<file path="src/rtl/canvas_access_arbiter.sv">
// canvas_access_arbiter
//   Owns the single-port 40x30 canvas cell RAM. In priority order it shares the
//   port between the VGA scan fetch, the brush writer (1x1 or 3x3 burst with
//   edge clipping) and the full-canvas clear sweeper.
// Ports:
//   clk, reset                 pixel clock, synchronous active-high reset
//   vga_req/col/row            fetch request, served in the same cycle
//   vga_valid/data             fetch result, one cycle later
//   draw_req/col/row/size/color, draw_ready   brush command handshake
//   clear_req                  full-canvas clear request
//   busy                       burst or sweep in progress
//   mem_en/we/addr/wdata/rdata RAM port (synchronous read, 1-cycle latency)
module canvas_access_arbiter #(
  parameter int                 COLS           = 40,
  parameter int                 ROWS           = 30,
  parameter int                 COLOR_W        = 3,
  parameter logic [COLOR_W-1:0] CLEAR_COLOR    = 3'b111,
  parameter bit                 CLEAR_ON_RESET = 1'b1
) (
  input  logic               clk,
  input  logic               reset,
  input  logic               vga_req,
  input  logic [5:0]         vga_col,
  input  logic [4:0]         vga_row,
  output logic               vga_valid,
  output logic [COLOR_W-1:0] vga_data,
  input  logic               draw_req,
  input  logic [5:0]         draw_col,
  input  logic [4:0]         draw_row,
  input  logic               draw_size,
  input  logic [COLOR_W-1:0] draw_color,
  output logic               draw_ready,
  input  logic               clear_req,
  output logic               busy,
  output logic               mem_en,
  output logic               mem_we,
  output logic [10:0]        mem_addr,
  output logic [COLOR_W-1:0] mem_wdata,
  input  logic [COLOR_W-1:0] mem_rdata
);
  localparam logic [10:0]       LAST_ADDR = 11'(COLS * ROWS - 1);
  localparam logic signed [6:0] COLS_S    = 7'(COLS);
  localparam logic signed [5:0] ROWS_S    = 6'(ROWS);

  typedef enum logic [1:0] {IDLE, BRUSH, CLEAR} state_t;

  state_t             state, state_nxt;
  logic [5:0]         b_col;
  logic [4:0]         b_row;
  logic               b_size;
  logic [COLOR_W-1:0] b_color;
  logic [3:0]         k, k_nxt;
  logic [10:0]        clr_addr, clr_addr_nxt;
  logic               accept_draw;

  logic               vga_valid_q;
  logic [COLOR_W-1:0] vga_hold;
  logic [10:0]        vga_addr;

  logic signed [6:0]  dx, slot_col;
  logic signed [5:0]  dy, slot_row;
  logic               slot_in, slot_last;
  logic [10:0]        slot_addr;

  assign vga_addr = 11'(11'(vga_row) * 11'(COLS)) + 11'(vga_col);

  // Brush offsets for slot k, row-major over the 3x3 window.
  always_comb begin
    dx = '0;
    dy = '0;
    if (b_size) begin
      case (k)
        4'd0, 4'd1, 4'd2: dy = -6'sd1;
        4'd3, 4'd4, 4'd5: dy = 6'sd0;
        default:          dy = 6'sd1;
      endcase
      case (k)
        4'd0, 4'd3, 4'd6: dx = -7'sd1;
        4'd1, 4'd4, 4'd7: dx = 7'sd0;
        default:          dx = 7'sd1;
      endcase
    end
  end

  // Coordinates are widened by one sign bit so that -1 and past-the-edge cells
  // are rejected rather than aliased onto the opposite edge.
  assign slot_col  = $signed({1'b0, b_col}) + dx;
  assign slot_row  = $signed({1'b0, b_row}) + dy;
  assign slot_in   = (slot_col >= 7'sd0) && (slot_col < COLS_S) &&
                     (slot_row >= 6'sd0) && (slot_row < ROWS_S);
  assign slot_addr = 11'(11'(slot_row[4:0]) * 11'(COLS)) + 11'(slot_col[5:0]);
  assign slot_last = !b_size || (k == 4'd8);

  // Port grant and next-state. VGA always wins the port; the FSM write slot
  // only proceeds on cycles without a fetch. Skipped (clipped) brush slots
  // need no port and advance regardless.
  always_comb begin
    mem_en       = 1'b0;
    mem_we       = 1'b0;
    mem_addr     = '0;
    mem_wdata    = '0;
    state_nxt    = state;
    k_nxt        = k;
    clr_addr_nxt = clr_addr;
    accept_draw  = 1'b0;
    if (!reset) begin
      if (vga_req) begin
        mem_en   = 1'b1;
        mem_addr = vga_addr;
      end
      case (state)
        IDLE: begin
          if (clear_req) begin
            state_nxt    = CLEAR;
            clr_addr_nxt = '0;
          end else if (draw_req) begin
            accept_draw = 1'b1;
            state_nxt   = BRUSH;
            k_nxt       = '0;
          end
        end
        BRUSH: begin
          if (!slot_in || !vga_req) begin
            if (slot_in) begin
              mem_en    = 1'b1;
              mem_we    = 1'b1;
              mem_addr  = slot_addr;
              mem_wdata = b_color;
            end
            if (slot_last) state_nxt = IDLE;
            else           k_nxt     = k + 4'd1;
          end
        end
        CLEAR: begin
          if (!vga_req) begin
            mem_en    = 1'b1;
            mem_we    = 1'b1;
            mem_addr  = clr_addr;
            mem_wdata = CLEAR_COLOR;
            if (clr_addr == LAST_ADDR) state_nxt    = IDLE;
            else                       clr_addr_nxt = clr_addr + 11'd1;
          end
        end
        default: state_nxt = IDLE;
      endcase
    end
  end

  always_ff @(posedge clk) begin
    if (reset) begin
      state       <= CLEAR_ON_RESET ? CLEAR : IDLE;
      k           <= '0;
      clr_addr    <= '0;
      b_col       <= '0;
      b_row       <= '0;
      b_size      <= 1'b0;
      b_color     <= '0;
      vga_valid_q <= 1'b0;
      vga_hold    <= '0;
    end else begin
      state       <= state_nxt;
      k           <= k_nxt;
      clr_addr    <= clr_addr_nxt;
      vga_valid_q <= vga_req;
      if (vga_valid_q) vga_hold <= mem_rdata;
      if (accept_draw) begin
        b_col   <= draw_col;
        b_row   <= draw_row;
        b_size  <= draw_size;
        b_color <= draw_color;
      end
    end
  end

  // RAM read data arrives the cycle after the fetch; pass it through while
  // valid and hold the last fetched colour otherwise.
  assign vga_valid  = vga_valid_q;
  assign vga_data   = vga_valid_q ? mem_rdata : vga_hold;
  assign draw_ready = !reset && (state == IDLE);
  assign busy       = (state != IDLE);

endmodule
</file>
<file path="config.mk">
export PLATFORM = sky130hd
export DESIGN_NAME = canvas_access_arbiter
export DESIGN_NICKNAME = d
export VERILOG_FILES = /design/src/rtl/canvas_access_arbiter.sv
export SDC_FILE = /design/constraint.sdc
export NUM_CORES = 1
export LEC_CHECK = 0
export ABC_CLOCK_PERIOD_IN_PS = 7500
export CELL_PAD_IN_SITES_DETAIL_PLACEMENT = 0
export CELL_PAD_IN_SITES_GLOBAL_PLACEMENT = 1
export CORE_MARGIN = 2
export CORE_UTILIZATION = 40
export DETAILED_ROUTE_END_ITERATION = 16
export PLACE_DENSITY = 0.78
export SYNTH_ARGS = -nofsm -noshare
export SYNTH_HDL_FRONTEND = slang
export SYNTH_SLANG_ARGS = --single-unit
export TNS_END_PERCENT = 10
</file>
<file path="constraint.sdc">
create_clock -name clk -period 7.5 [get_ports clk]
set_clock_uncertainty 0.1 [all_clocks]
set_input_delay 1.875 -clock clk [delete_from_list [all_inputs] [get_ports clk]]
set_output_delay 1.875 -clock clk [all_outputs]
set_load 0.1 [all_outputs]
</file>
==> impl_metrics.csv, run 1 <==
group,metric,value,unit
run_status,outcome,"complete, no violations",
critical_path,critPathMaxFanout,5,
synthesis,synth_area_leaders,"dfxtp_1, ha_1, nand2_1",
clocking,cts.clk_slew.worst_paths,0.08,ns
clocking,cts_resized,0,
routing,via_per_inst,5.41,
placement,dpl_cell_area,0.00401,mm^2
placement,port_buffers,55,
finish,multi_input_area,0.00255,mm^2
pwr,cellLeakagePower,0.00175,uW
critical_path,r2r_end,"k[1]",
synthesis,netlist.area_leader.share,21.2,%
global_routing,grt_usage,20.3,%
synthesis,synth_edf_count,0,
synthesis,syn-mean-instance-area,7.87,um^2
routing,ant_nets,0,
floorplan,rows,33,
routing,routedWlPerCell,15.0,um
synthesis,synthTopCellsByCount,"nand2_1, nor2_1, ha_1, dfxtp_1, a21oi_1",
finish,final_area,0.00413,mm^2
routing,drtIter0Drc,137,
clocking,clk_latency,0.30,ns
critical_path,start_kind,"register",
critical_path,path_class,"reg -> out",
floorplan,fp.dieW,96.3,um
routing,first_pass_iters,6,
floorplan,chipHeight,96.3,um
flow_run,maxCapViolCount,0,
finish,nFillCells,828,
min_path,holdPathStages,2,
critical_path,crit_required,5.53,ns
synthesis,syn_area,0.00341,mm^2
finish,seq_area,722,um^2
timing,relSlewSlack,34.2,%
synthesis,yosysMostFrequentCell,"nand2_1",
timing,fin_crit,6.93,ns
synthesis,async_reset_ff_share,0,%
critical_path,endpoint_kind,"output pin",
timing,max_freq,144,MHz
pwr,vdd_ir_drop_max,0.104,mV
floorplan,die-area,0.00927,mm^2
timing,max_slew.worst_pin.slew,0.984,ns
global_routing,grt_max_degree,33,
timing,fin_crit_sh,92.4,%
clocking,ctsHoldBuffers,0,
routing,drc,0,
timing,rsz0062_at_grt,"no",
critical_path,rrSetupSlack,3.76,ns
routing,via_count,3184,
clocking,h-tree-depth,2,
floorplan,coreArea,0.00822,mm^2
routing,wl,8830,um
synthesis,synth_cell_type_count,61,
global_routing,antenna_found_initial,0,
critical_path,r2r_start,"k[1]",
min_path,holdCritStartpoint,"b_col[4]",
global_routing,grt_pass1_wl,14600,um
global_routing,grt_pass1_vias,3095,
pwr,powerDensity,161,mW/mm^2
synthesis,syn_nets,510,
global_routing,grt_overflow,0,
floorplan,start_util,41.5,%
clocking,cts_buffers,5,
placement,dp_slack,0.567,ns
synthesis,syn_inst,433,
min_path,hold_path.class,"reg -> reg",
synthesis,yosysTopAreaCell,"dfxtp_1",
clocking,clockRootBuffer,"clkbuf_8",
finish,insertedDiodeCount,0,
min_path,hold_end,"b_col[4]",
finish,final_nets,559,
synthesis,synthFlopType,"dfxtp_1",
finish,utilization,50.3,%
floorplan,ios,56,
clocking,post_cts_buffers,0,
finish,area_delta_synth_final,21.3,%
timing,setup_viol,0,
clocking,tritoncts,"done",
synthesis,synth-seq-cells,36,
critical_path,reg2reg_depth,15,
clocking,clock_sinks,36,
timing,setup_ws,0.569,ns
clocking,cts_buffer_depth,2,
critical_path,critical_path_arrival,4.96,ns
timing,maxSlewViolCount,0,
synthesis,yosysWarningCount,0,
pwr,total_power,667,uW
placement,gp_congestion,0.841,
synthesis,seq_area_frac_synth,21.2,%
critical_path,critical_path.startpoint,"k[1]",
placement,dp_hpwl,6870,um
finish,drive_gt1_share,11.4,%
timing,hold_viol_final,0,
timing,setup_tns,0,ns
## flip-flops by register name (all words and copies together) (netlist names)
name	cells
k	4
b_col	6
b_size	1
vga_valid	1
b_color	3
clr_addr	11
state	2
b_row	5
vga_hold	3
## critical path: stages (launching register included)
cell      delay (ns)
dfxtp_1         0.38
inv_1           0.10
ha_1            0.25
nor3_2          0.23
nand3_1         0.10
a21oi_1         0.14
nor2b_1         0.06
ha_1            0.21
fa_1            0.41
nand3_1         0.09
nand2_1         0.12
xnor2_4         0.24
inv_1           0.07
ha_1            0.32
fa_1            0.53
nand3_1         0.14
mux2_2          0.34
o22ai_1         0.21
xnor2_1         0.16
a221oi_1        0.11
nor3_2          0.24
buf_12          0.21
## per-stage QoR
stage	hold WS, ns	cells
floorplan	0.350	433
global route	0.410	588
CTS	0.393	588
finish	0.385	588
global placement	0.369	580
detailed placement	0.378	580
## cells in the final DEF (no fill, tap or decap), types with 6 or more instances in the layout
master,instances
nand2_1,50
nor2_1,39
clkdlybuf4s50_1,38
ha_1,37
dfxtp_1,35
a21oi_1,33
o21ai_0,26
inv_1,22
xnor2_1,20
buf_4,20
nand2b_1,18
nand3_1,14
nor2b_1,12
nor3_1,10
a21o_1,8
xor2_1,7
nor3_2,6
a221oi_1,6
fa_1,6
clkbuf_8,6
## how the worst max path moves through the flow
stage,end,depth (start not counted)
floorplan,mem_addr[9],20
global placement,mem_addr[9],21
detailed placement,mem_addr[9],21
CTS,mem_addr[9],21
global route,mem_addr[9],21
finish,mem_addr[9],21
## area by class of cell
type / count / area share [%]
Inverter: 23 / 2.09
Tap cell: 105 / 3.18
Multi-Input combinational cell: 357 / 61.6
Clock buffer: 6 / 2.00
Clock inverter: 2 / 0.333
Timing Repair Buffer: 59 / 13.3
Sequential cell: 36 / 17.5
## logic make-up after synthesis
kind of cell / count (synthesis) / synth area share [%]
compound gates: 112 / 22.1
xor+xnor: 29 / 7.68
fa+ha+maj: 43 / 17.1
buf+inv: 40 / 4.96
flops: 36 / 21.2
mux: 6 / 1.95
simple gates: 167 / 25.0
## power breakdown
| part | internal, uW | total (uW) | switching (uW) |
|---|---|---|---|
| Combinational | 96.5 | 310 | 214 |
| Sequential | 197 | 202 | 5.19 |
| Clock | 75.2 | 154 | 78.9 |
| Total | 369 | 667 | 298 |
## per-layer routing
| layer | vias up | share of wire (%) | wire length, um | track usage (%) |
|---|---|---|---|---|
| met5 | - | 0 | 0 | 0 |
| met4 | 0 | 1.1 | 99 | 5.40 |
| met3 | 9 | 4.8 | 427 | 3.52 |
| met2 | 80 | 47 | 4110 | 34.2 |
| met1 | 1470 | 47 | 4190 | 26.7 |
| li1 | 1625 | - | - | - |
(Power assumes the default switching activity.)
==> run 2: changes to the inputs <==
--- a/config.mk
+++ b/config.mk
@@ -11,7 +11,8 @@
 export CORE_MARGIN = 2
 export CORE_UTILIZATION = 40
 export DETAILED_ROUTE_END_ITERATION = 16
-export PLACE_DENSITY = 0.78
+export PLACE_DENSITY = 0.8
+export RECOVER_POWER = 50
 export SYNTH_ARGS = -nofsm -noshare
 export SYNTH_HDL_FRONTEND = slang
 export SYNTH_SLANG_ARGS = --single-unit
==> run 2 against run 1 <==
- core utilization is 0.46 points lower
- combinational power hardly changed
- sequential power hardly changed
- fmax is 2.4% lower
- routed wire length is 0.42% lower
- clock-buffer cell count is 1 lower
- global-route usage is 0.61 points lower
- hold slack worse by 0.0072 ns
- die area stayed put
- first-iteration DRC count is 6.6% lower
- final area is 0.91% lower
- via count is 2.0% lower
==> impl_metrics.csv, run 2 (synthesized netlist as in run 1, its figures left out) <==
group,metric,value,unit
pwr,internal_power,390,uW
finish,final_cell_mix,"nand2_1, nor2_1, ha_1",
finish,nFillCells,816,
critical_path,path_cells,"inv_1 -> ha_1 -> nor3_1 -> nand3_1 -> a21oi_1 -> nor2b_1 -> ha_1 -> fa_1 -> nand3_1 -> nand2_1 -> xnor2_2 -> inv_1 -> ha_1 -> fa_1 -> nand3_1 -> mux2_2 -> o22ai_1 -> xnor2_1 -> a221oi_1 -> nor3_2 -> buf_12",
timing,max_slew.worst_pin.slew,1.13,ns
critical_path,crit_required,5.53,ns
pwr,cellLeakagePower,0.00173,uW
global_routing,busiest_layer,"met2",
pwr,powerDensity,168,mW/mm^2
finish,reg_top3,"clr_addr x11, b_col x6, b_row x5",
global_routing,grt_usage,19.7,%
floorplan,coreArea,0.00822,mm^2
finish,drive_gt1_share,9.75,%
floorplan,start_util,41.5,%
critical_path,cp_num_cells,21,
global_routing,grt_overflow,0,
global_routing,antenna_found_initial,0,
clocking,h-tree-depth,2,
global_routing,grt_max_degree,31,
min_path,hold_path.class,"reg -> reg",
finish,insertedDiodeCount,0,
floorplan,fp.dieW,96.3,um
clocking,clock_sinks,36,
pwr,p_comb_share,44.8,%
run_status,outcome,"complete, no violations",
clocking,tritoncts,"done",
critical_path,reg2reg_depth,15,
flow_run,maxCapViolCount,0,
critical_path,worst-path-buf-inv,3,
clocking,post_cts_buffers,0,
clocking,clk_latency,0.29,ns
critical_path,path_class,"reg -> out",
timing,max_freq,141,MHz
global_routing,grt_pass1_vias,3068,
critical_path,critical_path_arrival,5.12,ns
finish,area_delta_synth_final,20.2,%
finish,utilization,49.8,%
critical_path,critPathMaxFanout,6,
critical_path,cp_slowest_stage_delay,0.61,ns
routing,drtIter0Drc,128,
pwr,pwr-share-seq,29.4,%
pwr,vdd_ir_drop_max,0.0903,mV
placement,gp_congestion,0.815,
timing,fin_crit,7.10,ns
critical_path,endpoint_kind,"output pin",
floorplan,rows,33,
clocking,ctsHoldBuffers,0,
clocking,cts_buffers,5,
clocking,cts.clk_slew.worst_paths,0.09,ns
finish,largest_register_ff_count,11,
routing,ant_nets,0,
finish,final_area,0.00410,mm^2
timing,setup_tns,0,ns
routing,via_per_inst,5.31,
routing,wl,8790,um
finish,largest_register,"clr_addr",
routing,first_pass_iters,4,
routing,routedWlPerCell,15.0,um
placement,port_buffers,55,
pwr,power.switching,298,uW
timing,fin_hold_ws,0.378,ns
timing,setup_viol,0,
global_routing,grt_pass1_wl,14400,um
global_routing,grt_use_met3,2.98,%
clocking,clockRootBuffer,"clkbuf_8",
min_path,holdPathStages,2,
finish,layout.cells.most_common,"nand2_1",
critical_path,crit_family,"adder cells",
floorplan,chipHeight,96.3,um
timing,relSlewSlack,24.4,%
critical_path,worst_path_max_delay_cell,"fa_1",
placement,dp_hpwl,6870,um
routing,drc,0,
timing,hold_viol_final,0,
routing,via_count,3119,
pwr,power_frac_clock,25.8,%
global_routing,grt_use_met1,26.3,%
pwr,p_sw_share,43.3,%
timing,fin_crit_sh,94.7,%
clocking,cts_resized,0,
finish,final_nets,558,
timing,maxSlewViolCount,0,
global_routing,globalRouteMet2Util,33.6,%
clocking,cts_buffer_depth,2,
placement,dpl_cell_area,0.00400,mm^2
floorplan,ios,56,
floorplan,die-area,0.00927,mm^2
critical_path,start_kind,"register",
pwr,total_power,688,uW
timing,rsz0062_at_grt,"no",
==> run 2: worst register-to-register path: stages, from the launching register on <==
cell and delay (ns):
dfxtp_1 0.42, inv_1 0.10, ha_1 0.25, nor3_1 0.28, nand3_1 0.11, a21oi_1 0.15
nor2b_1 0.07, ha_1 0.21, fa_1 0.41, xor2_1 0.21, and2_0 0.19, a41oi_1 0.36
nand2_1 0.12, o31ai_1 0.68, mux2_2 0.41, nor2_1 0.08
==> run 2: area by class of cell <==
type / instances / area, um^2 / share of cell area [%]
well taps: 105 / 131 / 3.21
clock buffers: 5 / 68.8 / 1.68
repair buffers: 58 / 536 / 13.1
multi-input cells: 357 / 2510 / 61.3
flip-flops and latches: 36 / 721 / 17.6
clock inverters: 3 / 42.5 / 1.04
inverters: 23 / 86.3 / 2.11
==> run 2: path summary, 6_finish.rpt <==
kind	start	end	slack [ns]
worst max-delay path	k[0]	mem_addr[9]	0.40
worst min-delay path	b_color[0]	b_color[0]	0.38
worst max register to register	k[0]	k[1]	3.27
worst min register to register	b_color[0]	b_color[0]	0.38
==> run 2: per-layer routing <==
metal	up-vias	part of all wire, %
li1	1625	-
met1	1425	48
met2	65	47
met3	4	4.3
met4	0	0.55
met5	-	0
==> run 2: power by group through the flow <==
stage | clock [uW] | sequential [uW] | combinational (uW)
2_1_floorplan | 0 | 207 | 230
3_3_place_gp | 0 | 207 | 307
3_5_place_dp | 0 | 207 | 308
4_1_cts | 183 | 202 | 310
5_1_grt | 192 | 203 | 329
6_report | 178 | 202 | 308
==> run 2: through the flow <==
| step | setup WS, ns | instances |
|---|---|---|
| after floorplan | 0.286 | 433 |
| after global placement | 0.672 | 579 |
| after detailed placement | 0.604 | 579 |
| after CTS | 0.261 | 587 |
| after global routing | 0.0574 | 587 |
| final | 0.400 | 587 |
